`src/rtl/pe_pkg.sv`:
```
// Shared types and default sizing for the PE unary/gemm sequencer.
package pe_pkg;

  localparam int MUL_BW_DEF    = 16;
  localparam int TERM_MAX_DEF  = 8;
  localparam int LEN_BW_DEF    = 4;
  localparam int DRAIN_CYC_DEF = 2;

  typedef enum logic [1:0] {
    GEMM = 2'b00,
    DIV  = 2'b01,
    EXP  = 2'b10,
    LOG  = 2'b11
  } uno_mode_e;

  typedef enum logic [1:0] {
    IDLE,
    ISSUE,
    DRAIN,
    DONE
  } seq_state_e;

  function automatic logic is_unary(input logic [1:0] mode);
    return mode != GEMM;
  endfunction

endpackage

```
`src/rtl/pe_uno_seq_if.sv`:
```
// Request and coefficient-config bus between a requester and pe_uno_seq.
interface pe_uno_seq_if import pe_pkg::*; #(
  parameter int MUL_BW   = MUL_BW_DEF,
  parameter int TERM_MAX = TERM_MAX_DEF,
  parameter int LEN_BW   = LEN_BW_DEF
);
  localparam int IDX_BW = $clog2(TERM_MAX);

  logic                     req_valid;
  logic                     req_ready;
  logic [1:0]               req_mode;
  logic [LEN_BW-1:0]        req_len;
  logic                     cfg_we;
  logic [1:0]               cfg_mode;
  logic [IDX_BW-1:0]        cfg_idx;
  logic signed [MUL_BW-1:0] cfg_data;
  logic                     cfg_err;

  modport master (
    output req_valid, req_mode, req_len, cfg_we, cfg_mode, cfg_idx, cfg_data,
    input  req_ready, cfg_err
  );

  modport slave (
    input  req_valid, req_mode, req_len, cfg_we, cfg_mode, cfg_idx, cfg_data,
    output req_ready, cfg_err
  );

endinterface

```
`src/rtl/pe_coef_rf.sv`:
```
// Coefficient tables for div/exp/log: one write port, one combinational read port.
module pe_coef_rf import pe_pkg::*; #(
  parameter int MUL_BW   = MUL_BW_DEF,
  parameter int TERM_MAX = TERM_MAX_DEF,
  localparam int IDX_BW  = $clog2(TERM_MAX)
) (
  input  logic                     clk,
  input  logic                     rst_n,
  input  logic                     we,
  input  logic [1:0]               wr_mode,
  input  logic [IDX_BW-1:0]        wr_idx,
  input  logic signed [MUL_BW-1:0] wr_data,
  input  logic [1:0]               rd_mode,
  input  logic [IDX_BW-1:0]        rd_idx,
  output logic signed [MUL_BW-1:0] rd_data
);

  logic signed [MUL_BW-1:0] mem [1:3][TERM_MAX];

  always_ff @(posedge clk or negedge rst_n) begin
    if (!rst_n) begin
      for (int unsigned m = 1; m <= 3; m++)
        for (int unsigned i = 0; i < TERM_MAX; i++)
          mem[m][i] <= '0;
    end else if (we && wr_mode != GEMM) begin
      mem[wr_mode][wr_idx] <= wr_data;
    end
  end

  // Table 00 does not exist; reads of it return zero.
  always_comb begin
    rd_data = '0;
    if (rd_mode != GEMM && {1'b0, rd_idx} < (IDX_BW+1)'(TERM_MAX))
      rd_data = mem[rd_mode][rd_idx];
  end

endmodule

```
`src/rtl/pe_uno_seq.sv`:
```
// PE column sequencer: holds mode for gemm/div/exp/log and streams unary coefficients.
// Optional busy-cycle counter enabled by PE_UNO_SEQ_PERF_EN.
module pe_uno_seq import pe_pkg::*; #(
  parameter int MUL_BW    = MUL_BW_DEF,
  parameter int TERM_MAX  = TERM_MAX_DEF,
  parameter int LEN_BW    = LEN_BW_DEF,
  parameter int DRAIN_CYC = DRAIN_CYC_DEF
) (
  input  logic                     clk,
  input  logic                     rst_n,
  pe_uno_seq_if.slave              bus,
  output logic [1:0]               gemm_uno,
  output logic signed [MUL_BW-1:0] wc_o,
  output logic                     wc_valid,
  output logic                     busy,
  output logic                     done,
  output logic                     len_err,
  output logic [31:0]              perf_cnt
);

  localparam int IDX_BW  = $clog2(TERM_MAX);
  localparam int DCNT_BW = (DRAIN_CYC > 1) ? $clog2(DRAIN_CYC) : 1;

  seq_state_e               state, state_n;
  uno_mode_e                mode_q, mode_n;
  logic [LEN_BW-1:0]        cnt, cnt_n;
  logic [DCNT_BW-1:0]       dcnt, dcnt_n;
  logic [1:0]               gemm_uno_n;
  logic signed [MUL_BW-1:0] wc_n;
  logic                     wc_valid_n, done_n, len_err_n, busy_n;
  logic                     cfg_err_q, cfg_err_n;

  logic                     idle, accept, unary_req, len_zero, len_over, idx_ok, wr_ok;
  logic [LEN_BW-1:0]        eff_len;
  logic [1:0]               rd_mode;
  logic [IDX_BW-1:0]        rd_idx;
  logic signed [MUL_BW-1:0] rf_data, coef_rd;

  assign idle      = (state == IDLE);
  assign accept    = bus.req_valid && idle;
  assign unary_req = is_unary(bus.req_mode);
  assign len_zero  = (bus.req_len == '0);
  assign len_over  = unary_req && (bus.req_len > LEN_BW'(TERM_MAX));
  assign eff_len   = len_over ? LEN_BW'(TERM_MAX) : bus.req_len;
  assign idx_ok    = {1'b0, bus.cfg_idx} < (IDX_BW+1)'(TERM_MAX);
  assign wr_ok     = bus.cfg_we && idle && (bus.cfg_mode != GEMM) && idx_ok;
  assign cfg_err_n = bus.cfg_we && !wr_ok;

  assign bus.req_ready = idle;
  assign bus.cfg_err   = cfg_err_q;

  // In IDLE the read port looks ahead at the first term of the incoming request.
  assign rd_mode = idle ? bus.req_mode : mode_q;
  assign rd_idx  = idle ? IDX_BW'(eff_len - LEN_BW'(1)) : IDX_BW'(cnt - LEN_BW'(1));

  pe_coef_rf #(
    .MUL_BW   (MUL_BW),
    .TERM_MAX (TERM_MAX)
  ) u_coef_rf (
    .clk     (clk),
    .rst_n   (rst_n),
    .we      (wr_ok),
    .wr_mode (bus.cfg_mode),
    .wr_idx  (bus.cfg_idx),
    .wr_data (bus.cfg_data),
    .rd_mode (rd_mode),
    .rd_idx  (rd_idx),
    .rd_data (rf_data)
  );

  // A write landing on the same edge as the accept must be the value issued first.
  assign coef_rd = (wr_ok && bus.cfg_mode == rd_mode && bus.cfg_idx == rd_idx)
                   ? bus.cfg_data : rf_data;

  always_comb begin
    state_n    = state;
    mode_n     = mode_q;
    cnt_n      = cnt;
    dcnt_n     = dcnt;
    gemm_uno_n = gemm_uno;
    wc_n       = '0;
    wc_valid_n = 1'b0;
    done_n     = 1'b0;
    len_err_n  = len_err;
    unique case (state)
      IDLE: begin
        gemm_uno_n = GEMM;
        if (accept) begin
          len_err_n = len_zero || len_over;
          if (len_zero) begin
            mode_n  = GEMM;
            state_n = DONE;
            done_n  = 1'b1;
          end else begin
            mode_n     = uno_mode_e'(bus.req_mode);
            gemm_uno_n = bus.req_mode;
            cnt_n      = eff_len - LEN_BW'(1);
            state_n    = ISSUE;
            if (unary_req) begin
              wc_n       = coef_rd;
              wc_valid_n = 1'b1;
            end
          end
        end
      end
      ISSUE: begin
        if (cnt == '0) begin
          if (DRAIN_CYC == 0) begin
            state_n = DONE;
            done_n  = 1'b1;
          end else begin
            state_n = DRAIN;
            dcnt_n  = DCNT_BW'(DRAIN_CYC - 1);
          end
        end else begin
          cnt_n = cnt - LEN_BW'(1);
          if (is_unary(mode_q)) begin
            wc_n       = coef_rd;
            wc_valid_n = 1'b1;
          end
        end
      end
      DRAIN: begin
        if (dcnt == '0) begin
          state_n = DONE;
          done_n  = 1'b1;
        end else begin
          dcnt_n = dcnt - DCNT_BW'(1);
        end
      end
      DONE: begin
        state_n    = IDLE;
        gemm_uno_n = GEMM;
      end
      default: state_n = IDLE;
    endcase
    busy_n = (state_n != IDLE);
  end

  always_ff @(posedge clk or negedge rst_n) begin
    if (!rst_n) begin
      state     <= IDLE;
      mode_q    <= GEMM;
      cnt       <= '0;
      dcnt      <= '0;
      gemm_uno  <= '0;
      wc_o      <= '0;
      wc_valid  <= 1'b0;
      busy      <= 1'b0;
      done      <= 1'b0;
      len_err   <= 1'b0;
      cfg_err_q <= 1'b0;
    end else begin
      state     <= state_n;
      mode_q    <= mode_n;
      cnt       <= cnt_n;
      dcnt      <= dcnt_n;
      gemm_uno  <= gemm_uno_n;
      wc_o      <= wc_n;
      wc_valid  <= wc_valid_n;
      busy      <= busy_n;
      done      <= done_n;
      len_err   <= len_err_n;
      cfg_err_q <= cfg_err_n;
    end
  end

`ifdef PE_UNO_SEQ_PERF_EN
  always_ff @(posedge clk or negedge rst_n) begin
    if (!rst_n)
      perf_cnt <= '0;
    else if (busy && perf_cnt != '1)
      perf_cnt <= perf_cnt + 32'd1;
  end
`else
  assign perf_cnt = '0;
`endif

endmodule
```
`src/flat_wrapper.sv`:
```
// flat-port wrapper written by rule: the top's interface ports become plain ports
module pe_uno_seq_flat import pe_pkg::*;
#(
  parameter int MUL_BW    = MUL_BW_DEF,
  parameter int TERM_MAX  = TERM_MAX_DEF,
  parameter int LEN_BW    = LEN_BW_DEF,
  parameter int DRAIN_CYC = DRAIN_CYC_DEF
)
  (clk, rst_n, gemm_uno, wc_o, wc_valid, busy, done, len_err, perf_cnt, bus_req_valid, bus_req_mode, bus_req_len, bus_cfg_we, bus_cfg_mode, bus_cfg_idx, bus_cfg_data, bus_req_ready, bus_cfg_err);
  pe_uno_seq_if #(.MUL_BW(MUL_BW), .TERM_MAX(TERM_MAX), .LEN_BW(LEN_BW)) bus_i ();
  input  logic clk;
  input  logic rst_n;
  output logic [1:0] gemm_uno;
  output logic signed [MUL_BW-1:0] wc_o;
  output logic wc_valid;
  output logic busy;
  output logic done;
  output logic len_err;
  output logic [31:0] perf_cnt;
  input wire logic [$bits(bus_i.req_valid)-1:0] bus_req_valid;
  input wire logic [$bits(bus_i.req_mode)-1:0] bus_req_mode;
  input wire logic [$bits(bus_i.req_len)-1:0] bus_req_len;
  input wire logic [$bits(bus_i.cfg_we)-1:0] bus_cfg_we;
  input wire logic [$bits(bus_i.cfg_mode)-1:0] bus_cfg_mode;
  input wire logic [$bits(bus_i.cfg_idx)-1:0] bus_cfg_idx;
  input wire logic [$bits(bus_i.cfg_data)-1:0] bus_cfg_data;
  output wire logic [$bits(bus_i.req_ready)-1:0] bus_req_ready;
  output wire logic [$bits(bus_i.cfg_err)-1:0] bus_cfg_err;
  assign bus_i.req_valid = bus_req_valid;
  assign bus_i.req_mode = bus_req_mode;
  assign bus_i.req_len = bus_req_len;
  assign bus_i.cfg_we = bus_cfg_we;
  assign bus_i.cfg_mode = bus_cfg_mode;
  assign bus_i.cfg_idx = bus_cfg_idx;
  assign bus_i.cfg_data = bus_cfg_data;
  assign bus_req_ready = bus_i.req_ready;
  assign bus_cfg_err = bus_i.cfg_err;
  pe_uno_seq #(.MUL_BW(MUL_BW), .TERM_MAX(TERM_MAX), .LEN_BW(LEN_BW), .DRAIN_CYC(DRAIN_CYC)) u_core (.clk(clk), .rst_n(rst_n), .bus(bus_i), .gemm_uno(gemm_uno), .wc_o(wc_o), .wc_valid(wc_valid), .busy(busy), .done(done), .len_err(len_err), .perf_cnt(perf_cnt));
endmodule
```
`config.mk`:
```
export PLATFORM = sky130hd
export DESIGN_NAME = pe_uno_seq_flat
export DESIGN_NICKNAME = d
export VERILOG_FILES = /design/src/rtl/pe_pkg.sv /design/src/rtl/pe_uno_seq_if.sv /design/src/rtl/pe_coef_rf.sv /design/src/rtl/pe_uno_seq.sv /design/src/flat_wrapper.sv
export SDC_FILE = /design/constraint.sdc
export NUM_CORES = 1
export LEC_CHECK = 0
export ABC_AREA = 1
export BUFFER_PORTS_ARGS = -buffer_cell sky130_fd_sc_hd__buf_2
export CORE_ASPECT_RATIO = 1.1
export CORE_MARGIN = 2
export CORE_UTILIZATION = 45
export DETAILED_ROUTE_END_ITERATION = 7
export GPL_ROUTABILITY_DRIVEN = 0
export PLACE_DENSITY_LB_ADDON = 0.1
export SETUP_SLACK_MARGIN = 0.02
export SYNTH_ARGS = -nofsm -noshare
export SYNTH_HDL_FRONTEND = slang
export SYNTH_SLANG_ARGS = --single-unit
```
`constraint.sdc`:
```
create_clock -name clk -period 6.4 [get_ports clk]
set_input_delay 0.64 -clock clk [delete_from_list [all_inputs] [get_ports clk]]
set_output_delay 0.64 -clock clk [all_outputs]
set_load 0.05 [all_outputs]
```
==> flow_summary.yaml, run 1 <==
critical_path:
  arrival_ns: 4.93
  path_buf_inv: 2
  reg2reg_depth: 13
  cpPeakStageDelay_ns: 0.88
  r2r_start: "u_core.state[0]$_DFF_PN0_"
  cp_common_cell: "nand2_1"
  cp-start-kind: "flip-flop"
  path_delay_family: "simple AND/OR/NAND/NOR gates"
  crit_type: "flip-flop to flip-flop"
  worstPathMaxFanout: 135
  slowest_stage: "nand2_8"
  rr_endpoint: "u_core.wc_o[9]$_DFF_PN0_"
  rrSetupSlack_ns: 1.98
  cp_cell_sequence: "inv_1 > ha_1 > nand2_4 > nand2_8 > buf_4 > nand2_1 > nand3_1 > nand2_1 > nand2_1 > nand3_1 > nand3_1 > nand2_1 > a21oi_2"
  end_kind: "flip-flop"
  crit_required_ns: 6.91
pwr:
  power.switching_w: 0.005444
  p_clk_share_pct: 22.4
  ir_drop_mv: 0.4690
  intPower_w: 0.006356
  p_per_area_nw_per_um2: 536.3
  p_leak_nw: 10.55
  seq_power_share_pct: 32.0
  p_sw_share_pct: 46.14
  p_comb_share_pct: 45.6
yosys:
  avgSynthCellArea_um2: 7.601
  synth-async-reset-ratio_pct: 100.0
  ys_top_cells_by_count: "nand2_1 (1128), dfrtp_1 (416), o21ai_0 (366)"
  synth_largest_area_cell: "dfrtp_1"
  yosysMostFrequentCell: "nand2_1"
  synth-edff-count: 0
  ys.warnings.count: 0
  ys_seq_area_share_pct: 51.41
  ys_top_cells_by_area: "dfrtp_1 (51%), nand2_1 (21%), o21ai_0 (9.0%)"
  synth_seq_cells: 416
  synth_top_flop_cell: "dfrtp_1"
  syn_area_um2: 20250
  ys_types: 34
  synth_top_cell_area_share_pct: 51.41
  synth_cells: 2664
cells_and_area:
  diodes: 0
  fillerInstances: 4407
  area_growth_pct: 8.657
  layout.nets: 2617
  drive_gt1_share_pct: 6.820
sta:
  fin_crit_ns: 4.417
  rsz0062_at_grt: "no"
  fin_skew_ns: 0.01797
  slew_headroom_pct: 14.33
  setup-tns-final_ns: 0
  setup_ws_ns: 1.983
  hold_violations: 0
  period_share_pct: 69.01
  drv_slew: 0
  worst_pin_slew_ns: 1.284
  max_freq_mhz: 226.4
  finalSetupViolCount: 0
floorplanning:
  io_pins: 87
  core-area_um2: 44490
  die_w_um: 206.3
  design.die.area_um2: 46710
  fp.dieH_um: 226.5
  rows: 81
  start_util_pct: 45.51
global_routing:
  grt.total_usage_pct: 30.14
  grt_pass1_vias: 16970
  grt-ovfl-total: 0
  antenna_found_initial: 2
  grt_first_pass_wirelength_mm: 106.0
  grt_max_degree: 160
cts:
  cts-root-buf: "clkbuf_16"
  clockBufferDepth: 3
  clock_sinks: 416
  cts_resized: 0
  ctsHoldBuffers: 0
  clkLatencyLatePin_ns: 0.59
  cts_buffers: 46
  path_clk_slew_ns: 0.06
  cts_tree: "yes"
  cts_setup_buffers: 0
  htree_levels: 2
routing:
  drt-pass1-iter-count: 6
  wl_mm: 69.11
  drtIter0Drc: 2117
  vias: 18120
  ant_nets: 0
  wl_per_cell_um: 21.66
  via_per_inst: 5.678
  drc: 0
status:
  status: "completed"
min_path:
  hold_class: "primary input to asynchronous set/reset pin"
run:
  max_cap_violations: 0
place:
  hpwl_mm: 40.06
  io_buffers: 54
  pre_cts_slack_ns: 2.075
[power by group through the flow]
stage          combinational (W)  sequential, W  clock (W)
2_1_floorplan            0.00349        0.00383          0
3_3_place_gp             0.00526        0.00379          0
3_5_place_dp             0.00530        0.00380          0
4_1_cts                  0.00531        0.00376    0.00268
5_1_grt                  0.00588        0.00385    0.00278
6_report                 0.00538        0.00378    0.00264
[logic make-up (layout without fill, tap and decap cells)]
group | after synthesis | in the layout | synth area share, %
compound gates | 428 | 428 | 10.88
xor+xnor | 2 | 2 | 0.08653
fa+ha+maj | 5 | 5 | 0.3090
buf+inv | 282 | 197 | 6.278
flops | 416 | 416 | 51.41
mux | 1 | 1 | 0.04944
other cells | 1 | 32 | 0.01852
simple gates | 1529 | 1529 | 30.96
[cells in the final DEF, fill, tap and decap left out, types with 22 or more instances in the layout]
master | synthesis | routed
buf_2 | 59 | 53
buf_4 | 33 | 22
clkbuf_16 | 0 | 49
conb_1 | 1 | 32
dfrtp_1 | 416 | 416
inv_1 | 39 | 39
nand2_1 | 1128 | 1127
nand3_1 | 363 | 363
o21ai_0 | 366 | 365
o21ai_1 | 35 | 35
[worst max path at each step]
stage | cells after the start | endpoint | slack (ns) | from
2_1_floorplan | 14 | u_core.wc_o[5]$_DFF_PN0_ | 3.97 | u_core.state[0]$_DFF_PN0_
3_3_place_gp | 13 | u_core.wc_o[9]$_DFF_PN0_ | 2.15 | u_core.state[0]$_DFF_PN0_
3_5_place_dp | 13 | u_core.wc_o[9]$_DFF_PN0_ | 2.08 | u_core.state[0]$_DFF_PN0_
4_1_cts | 13 | u_core.wc_o[9]$_DFF_PN0_ | 2.05 | u_core.state[0]$_DFF_PN0_
5_1_grt | 13 | u_core.wc_o[9]$_DFF_PN0_ | 1.70 | u_core.state[0]$_DFF_PN0_
6_report | 13 | u_core.wc_o[9]$_DFF_PN0_ | 1.98 | u_core.state[0]$_DFF_PN0_
[final cells by class]
class                   count  area [um2]  area share, %
flip-flops and latches    416       10410          47.32
multi-input cells        1997        8728          39.67
clock buffers              69        1411          6.415
well taps                 581       726.9          3.304
repair buffers             79       505.5          2.298
inverters                  41       153.9         0.6995
clock inverters             8       65.06         0.2957
[metal layers]
| layer | vias to the layer above | GRT usage (%) | share of wire, % |
|---|---|---|---|
| met5 | - | 0 | 0.026 |
| met4 | 2 | 12.21 | 4.2 |
| met3 | 153 | 5.677 | 8.0 |
| met2 | 762 | 45.59 | 44 |
| met1 | 8808 | 42.62 | 44 |
| li1 | 8395 | - | - |
[registers in the layout, summed over array words and instances, names as in the netlist]
register              flops
u_core.bus.cfg_err        1
u_core.busy               1
u_core.cnt                4
u_core.dcnt               1
u_core.done               1
u_core.gemm_uno           2
u_core.len_err            1
u_core.mode_q             2
u_core.state              2
u_core.u_coef_rf.mem    384
u_core.wc_o              16
u_core.wc_valid           1
[through the flow]
step                total power [W]  std cells  cell area [um2]  util, %  hold slack (ns)
global placement           0.009050       3114            20520    46.13           0.4656
global route                0.01252       3191            22000    49.45          0.04100
finish                      0.01180       3191            22000    49.45         0.008323
CTS                         0.01176       3191            22000    49.45          0.01048
floorplan                  0.007319       2695            20360        -           0.3444
detailed placement         0.009100       3114            20520    46.13           0.4695
Power figures use the tool's default switching activity.
==> run 2, diff against run 1 <==
Clock period 6.4 ns to 3.7 ns, I/O delays scaled along.
==> run 2 against run 1 <==
Compared with the run above:
- count of clock-buffer cells in the layout fell by 5
- routed wire length fell by 1.2%
- total power rose by 77%
- sequential cell count did not move
- sequential share of layout area fell by 1.2 points
- non-clock buffer count rose by 47
- final cell count rose by 1.6%
- critical endpoint is now u_core.wc_o[11]$_DFF_PN0_
- largest cell class unchanged
==> flow_summary.yaml, run 2 (synthesis results as in run 1) <==
status:
  status: "completed"
floorplanning:
  design.die.area_um2: 46710
  core-area_um2: 44490
  die_w_um: 206.3
  io_pins: 87
  fp.dieH_um: 226.5
  start_util_pct: 45.51
  rows: 81
critical_path:
  crit_required_ns: 4.18
  critPathLaunch: "u_core.state[0]$_DFF_PN0_"
  arrival_ns: 3.40
  slowest_stage: "ha_1"
  worstPathMaxFanout: 43
  r2r_start: "u_core.state[0]$_DFF_PN0_"
  cp_common_cell: "nand2_1"
  cp-start-kind: "flip-flop"
  end_kind: "flip-flop"
  crit_type: "flip-flop to flip-flop"
  path_delay_family: "simple AND/OR/NAND/NOR gates"
  cp_cell_sequence: "inv_1 > ha_1 > inv_2 > nand2_4 > nand2_8 > buf_12 > buf_12 > nand2_1 > nand3_1 > nand2_1 > nand2_1 > nand3_1 > nand3_1 > nand2_1 > a21oi_2"
  path_buf_inv: 4
  cpPeakStageDelay_ns: 0.48
routing:
  drt-pass1-iter-count: 5
  ant_nets: 0
  drtIter0Drc: 2050
  via_per_inst: 5.640
  drc: 0
  wl_mm: 68.26
  wl_per_cell_um: 21.06
  vias: 18280
cells_and_area:
  largest_reg_flops: 384
  finalInstanceArea_um2: 22580
  final_common_cell: "nand2_1"
  final_core_util_pct: 50.76
  most-common-layout-cells: "nand2_1 (1127), dfrtp_1 (416), o21ai_0 (365), nand3_1 (363), buf_2 (53)"
  drive_gt1_share_pct: 8.534
  top_regs: "u_core.u_coef_rf.mem (384), u_core.wc_o (16), u_core.cnt (4)"
  regMostFlops: "u_core.u_coef_rf.mem"
  seqCellArea_um2: 10410
  fillerInstances: 4382
  multi_input_area_um2: 8728
  layout.nets: 2664
  diodes: 0
  area_growth_pct: 11.52
place:
  hpwl_mm: 41.60
  io_buffers: 54
  postPlaceCellArea_um2: 21080
sta:
  hold_violations: 0
  rsz0062_at_grt: "no"
  finalSetupViolCount: 0
  slew_headroom_pct: 15.11
  worst_pin_slew_ns: 1.272
  setup-tns-final_ns: 0
  period_share_pct: 78.85
  drv_slew: 0
  fin_skew_ns: 0.02419
  max_freq_mhz: 342.8
  fin_crit_ns: 2.917
cts:
  cts_tree: "yes"
  cts_setup_buffers: 0
  cts-root-buf: "clkbuf_16"
  clockBufferDepth: 3
  cts_buffers: 46
  clkLatencyLatePin_ns: 0.59
  htree_levels: 2
  clock_sinks: 416
  path_clk_slew_ns: 0.06
pwr:
  p_per_area_nw_per_um2: 923.6
  p_sw_share_pct: 45.20
  seq_power_share_pct: 31.1
  p_clk_share_pct: 22.1
  power.switching_w: 0.009427
  p_total_w: 0.02086
  p_leak_nw: 10.84
  ir_drop_mv: 0.5090
  p_comb_share_pct: 46.8
  intPower_w: 0.01143
global_routing:
  grtUsageMet2_pct: 45.98
  grt-ovfl-total: 0
  antenna_found_initial: 2
  grt_use_met1_pct: 42.34
  grt_first_pass_wirelength_mm: 105.5
  gr-usage-met3_pct: 4.369
  grt_pass1_vias: 17060
  grt_max_degree: 119
  grt.total_usage_pct: 29.85
  top_usage_layer: "met2"
min_path:
  hp-start: "bus_cfg_we"
  hold_class: "primary input to flip-flop"
run:
  max_cap_violations: 0
==> run 2: cell count changes in the layout (fill, tap and decap cells not counted), sizes merged <==
cell	previous run	this run
buf	79	125
clkinv	7	10
clkbuf	69	64
inv	41	43
clkinvlp	0	1
dlygate4sd3	0	1
bufinv	1	3
==> run 2: repair_timing <==
| item | 4_1_cts | 5_1_grt |
|---|---|---|
| hold buffers | 1 | 0 |
| endpoints found under the hold margin | 110 | 0 |
| resized for setup | 0 | 0 |
==> run 2: metrics by stage <==
step,std cells,hold slack [ns],worst slack [ns]
after detailed placement,3160,0.4728,0.7938
after global routing,3241,0.05518,0.5370
after floorplan,2695,0.07441,1.267
final,3241,0.03539,0.7826
after CTS,3241,0.007008,0.7993
after global placement,3160,0.4656,0.8505
==> run 2: layer usage <==
| layer | share of wire [%] | vias to the layer above |
|---|---|---|
| met5 | 0.019 | - |
| met4 | 3.9 | 2 |
| met3 | 7.5 | 141 |
| met2 | 45 | 724 |
| met1 | 43 | 8896 |
| li1 | - | 8517 |
==> run 2: final cells by class <==
class	count	share of cell area, %
Tap cell	581	3.219
Multi-Input combinational cell	1997	38.65
Clock inverter	16	0.7480
Inverter	41	0.6815
Timing Repair Buffer	126	4.754
Sequential cell	416	46.10
Clock buffer	64	5.846
==> run 2: path summary, 6_finish.rpt <==
path / end / slack, ns / depth (start not counted)
hold / removal: u_core.bus.cfg_err$_DFF_PN0_ / 0.04 / 3
min in group asynchronous: u_core.u_coef_rf.mem[48]$_DFFE_PN0P_ / 0.50 / 2
max in group asynchronous: u_core.u_coef_rf.mem[90]$_DFFE_PN0P_ / 2.15 / 3
hold reg to reg: u_core.u_coef_rf.mem[170]$_DFFE_PN0P_ / 0.48 / 2
setup reg to reg: u_core.wc_o[11]$_DFF_PN0_ / 0.78 / 15
setup / recovery: u_core.wc_o[11]$_DFF_PN0_ / 0.78 / 15
==> run 2: power by group through the flow <==
stage          Sequential (W)  Combinational [W]  Clock, W
2_1_floorplan         0.00663            0.00603         0
3_3_place_gp          0.00652            0.00956         0
3_5_place_dp          0.00654            0.00963         0
4_1_cts               0.00648            0.00966   0.00467
5_1_grt               0.00662             0.0107   0.00485
6_report              0.00649            0.00976   0.00460
==> run 2: tightest hold or removal path: stages <==
cell and delay [ns]:
buf_2 0.12, inv_1 0.05, nor2_1 0.04
==> run 3, diff against run 2 <==
Settings changed: ABC_AREA 1 to 0.
Clock period 3.7 ns to 2.9 ns, I/O delays scaled along.
==> run 3 against run 2 <==
Compared with the run above:
- register-to-register slack worse by 0.68 ns
- global-route usage shrank 5.2 points
- clock power grew 33%
- utilization grew 2.0 points
- largest cell class unchanged
- first-iteration DRC count fell by 65%
- maximum frequency is 4.3% higher
- largest power group unchanged
- sequential share of layout area fell by 0.37 points
- final cell count shrank 31%
- non-clock buffer count is 41 higher
==> flow_summary.yaml, run 3 <==
floorplanning:
  start_util_pct: 45.26
  fp.dieH_um: 222.5
  design.die.area_um2: 45070
  io_pins: 87
  rows: 80
  die_w_um: 202.6
  core-area_um2: 43140
critical_path:
  crit_type: "flip-flop to flip-flop"
  worstPathMaxFanout: 19
  cp_cell_sequence: "inv_1 > ha_4 > mux2_4 > buf_12 > and2_4 > buf_12 > buf_12 > nand2_1 > a32oi_1 > a211o_1 > a32o_1"
  arrival_ns: 3.26
  end_kind: "flip-flop"
  path_buf_inv: 4
  path_delay_family: "compound AO/OA/AOI/OAI gates"
  cp_common_cell: "buf_12"
  cp-start-kind: "flip-flop"
  crit_required_ns: 3.37
  cpPeakStageDelay_ns: 0.38
  slowest_stage: "dfrtp_1"
sta:
  period_share_pct: 96.48
  rsz0062_at_grt: "no"
  finalSetupViolCount: 0
  max_freq_mhz: 357.4
  worst_pin_slew_ns: 0.7837
  fin_crit_ns: 2.798
  slew_headroom_pct: 46.40
  fin_skew_ns: 0.01678
  drv_slew: 0
  hold_violations: 0
cells_and_area:
  area_growth_pct: 16.60
  most-common-layout-cells: "dfrtp_1 (416), mux2_2 (387), nand2_1 (151), buf_4 (79), buf_2 (53)"
  diodes: 0
  drive_gt1_share_pct: 39.07
  regMostFlops: "u_core.u_coef_rf.mem"
  fillerInstances: 3728
  largest_reg_flops: 384
  final_common_cell: "dfrtp_1"
  final_core_util_pct: 52.77
  finalInstanceArea_um2: 22770
  top_regs: "u_core.u_coef_rf.mem (384), u_core.wc_o (16), u_core.cnt (4)"
  layout.nets: 1668
pwr:
  p_leak_nw: 10.80
  seq_power_share_pct: 34.1
  p_per_area_nw_per_um2: 1074
  ir_drop_mv: 0.5819
  p_total_w: 0.02445
  p_clk_share_pct: 25.0
  power.switching_w: 0.009102
  intPower_w: 0.01534
  p_sw_share_pct: 37.23
  p_comb_share_pct: 41.0
routing:
  ant_nets: 0
  wl_mm: 55.22
  wl_per_cell_um: 24.62
  via_per_inst: 5.892
  drc: 0
  vias: 13220
  drtIter0Drc: 724
  drt-pass1-iter-count: 6
yosys:
  synth-async-reset-ratio_pct: 100.0
  synth_seq_cells: 416
  ys_types: 55
  synth-edff-count: 0
  synth_largest_area_cell: "dfrtp_1"
  ys_seq_area_share_pct: 53.32
  synth_top_cell_area_share_pct: 53.32
  yosysMostFrequentCell: "dfrtp_1"
  ys_top_cells_by_count: "dfrtp_1 (416), mux2_2 (386), nand2_1 (151)"
  ys.warnings.count: 0
  synth_cells: 1551
  synth_top_flop_cell: "dfrtp_1"
  avgSynthCellArea_um2: 12.59
  syn_area_um2: 19520
  ys_top_cells_by_area: "dfrtp_1 (53%), mux2_2 (22%), nand2_1 (2.9%)"
status:
  status: "completed"
place:
  hpwl_mm: 33.90
  postPlaceCellArea_um2: 21060
  io_buffers: 54
global_routing:
  grt-ovfl-total: 0
  grt.total_usage_pct: 24.65
  grt_pass1_vias: 13370
  gr-usage-met3_pct: 3.124
  grt_max_degree: 67
  top_usage_layer: "met2"
  antenna_found_initial: 1
  grt_use_met1_pct: 34.65
  grtUsageMet2_pct: 40.36
  grt_first_pass_wirelength_mm: 84.53
cts:
  cts-root-buf: "clkbuf_16"
  cts_buffers: 46
  htree_levels: 2
  clock_sinks: 416
  clockBufferDepth: 3
  path_clk_slew_ns: 0.06
  cts_tree: "yes"
  clkLatencyLatePin_ns: 0.59
run:
  max_cap_violations: 0
min_path:
  hold_class: "primary input to flip-flop"
-- run 3: final timing paths --
kind	startpoint	end	slack [ns]	depth (start not counted)
setup / recovery	u_core.state[1]$_DFF_PN0_	u_core.wc_o[6]$_DFF_PN0_	0.10	11
hold / removal	bus_req_valid	u_core.state[1]$_DFF_PN0_	0.09	4
setup reg to reg	u_core.state[1]$_DFF_PN0_	u_core.wc_o[6]$_DFF_PN0_	0.10	11
hold reg to reg	u_core.gemm_uno[0]$_DFFE_PN0P_	u_core.gemm_uno[0]$_DFFE_PN0P_	0.48	2
max in group asynchronous	rst_n	u_core.u_coef_rf.mem[141]$_DFFE_PN0P_	1.82	3
min in group asynchronous	rst_n	u_core.u_coef_rf.mem[194]$_DFFE_PN0P_	0.28	2
-- run 3: layer usage --
layer  vias to the layer above  share of wire (%)
met5                         -              0.025
met4                         2                2.2
met3                        76                4.3
met2                       309                 48
met1                      6988                 46
li1                       5841                  -
-- run 3: cell type report --
cell class              count  area, um2  area share, %
clock buffers              79       1489          6.540
clock inverters             6      105.1         0.4617
inverters                   7      26.28         0.1154
multi-input cells         994       8492          37.30
flip-flops and latches    416      10410          45.73
well taps                 574      718.2          3.155
repair buffers            167       1525          6.700
-- run 3: cell families after synthesis --
| family | count (synthesis) | synth area share [%] |
|---|---|---|
| DFF | 416 | 53.32 |
| adders and majority gates | 5 | 0.3204 |
| other | 1 | 0.01921 |
| muxes | 452 | 25.90 |
| AOI/OAI and AO/OA | 241 | 10.09 |
| buffers and inverters | 173 | 4.274 |
| and+or+nand+nor | 257 | 5.819 |
| xor gates and xnor gates | 6 | 0.2691 |
-- run 3: through the flow --
| step | std cells | hold WS (ns) | worst slack (ns) | TNS [ns] |
|---|---|---|---|---|
| finish | 2243 | 0.09344 | 0.1021 | 0 |
| global route | 2243 | 0.09731 | 0.03191 | 0 |
| CTS | 2235 | 0.06360 | 0.08330 | 0 |
| detailed placement | 2148 | 0.3195 | 0.01773 | 0 |
| global placement | 2148 | 0.3155 | -0.01239 | -0.01239 |
| floorplan | 1582 | -0.005591 | 0.04712 | 0 |
-- run 3: repair_timing --
item	4_1_cts	5_1_grt
endpoints found under the hold margin	58	0
gates resized for setup	1	2
gates cloned	0	1
hold buffers	2	0
pin swaps	0	1
setup endpoints to repair	1	5
buffers inserted	0	7
-- run 3: tightest hold or removal path: cells and delay by family --
family / cells / cell delay [ns]
compound gates: 2 / 0.15
simple gates: 1 / 0.05
buf+inv: 1 / 0.12
-- run 3: power by group through the flow --
| stage | Sequential [W] | Clock (W) | Combinational [W] |
|---|---|---|---|
| after floorplan | 0.00861 | 0 | 0.00574 |
| after global placement | 0.00836 | 0 | 0.00972 |
| after detailed placement | 0.00839 | 0 | 0.00983 |
| after CTS | 0.00830 | 0.00622 | 0.00989 |
| after global routing | 0.00851 | 0.00645 | 0.0107 |
| final | 0.00833 | 0.00610 | 0.0100 |
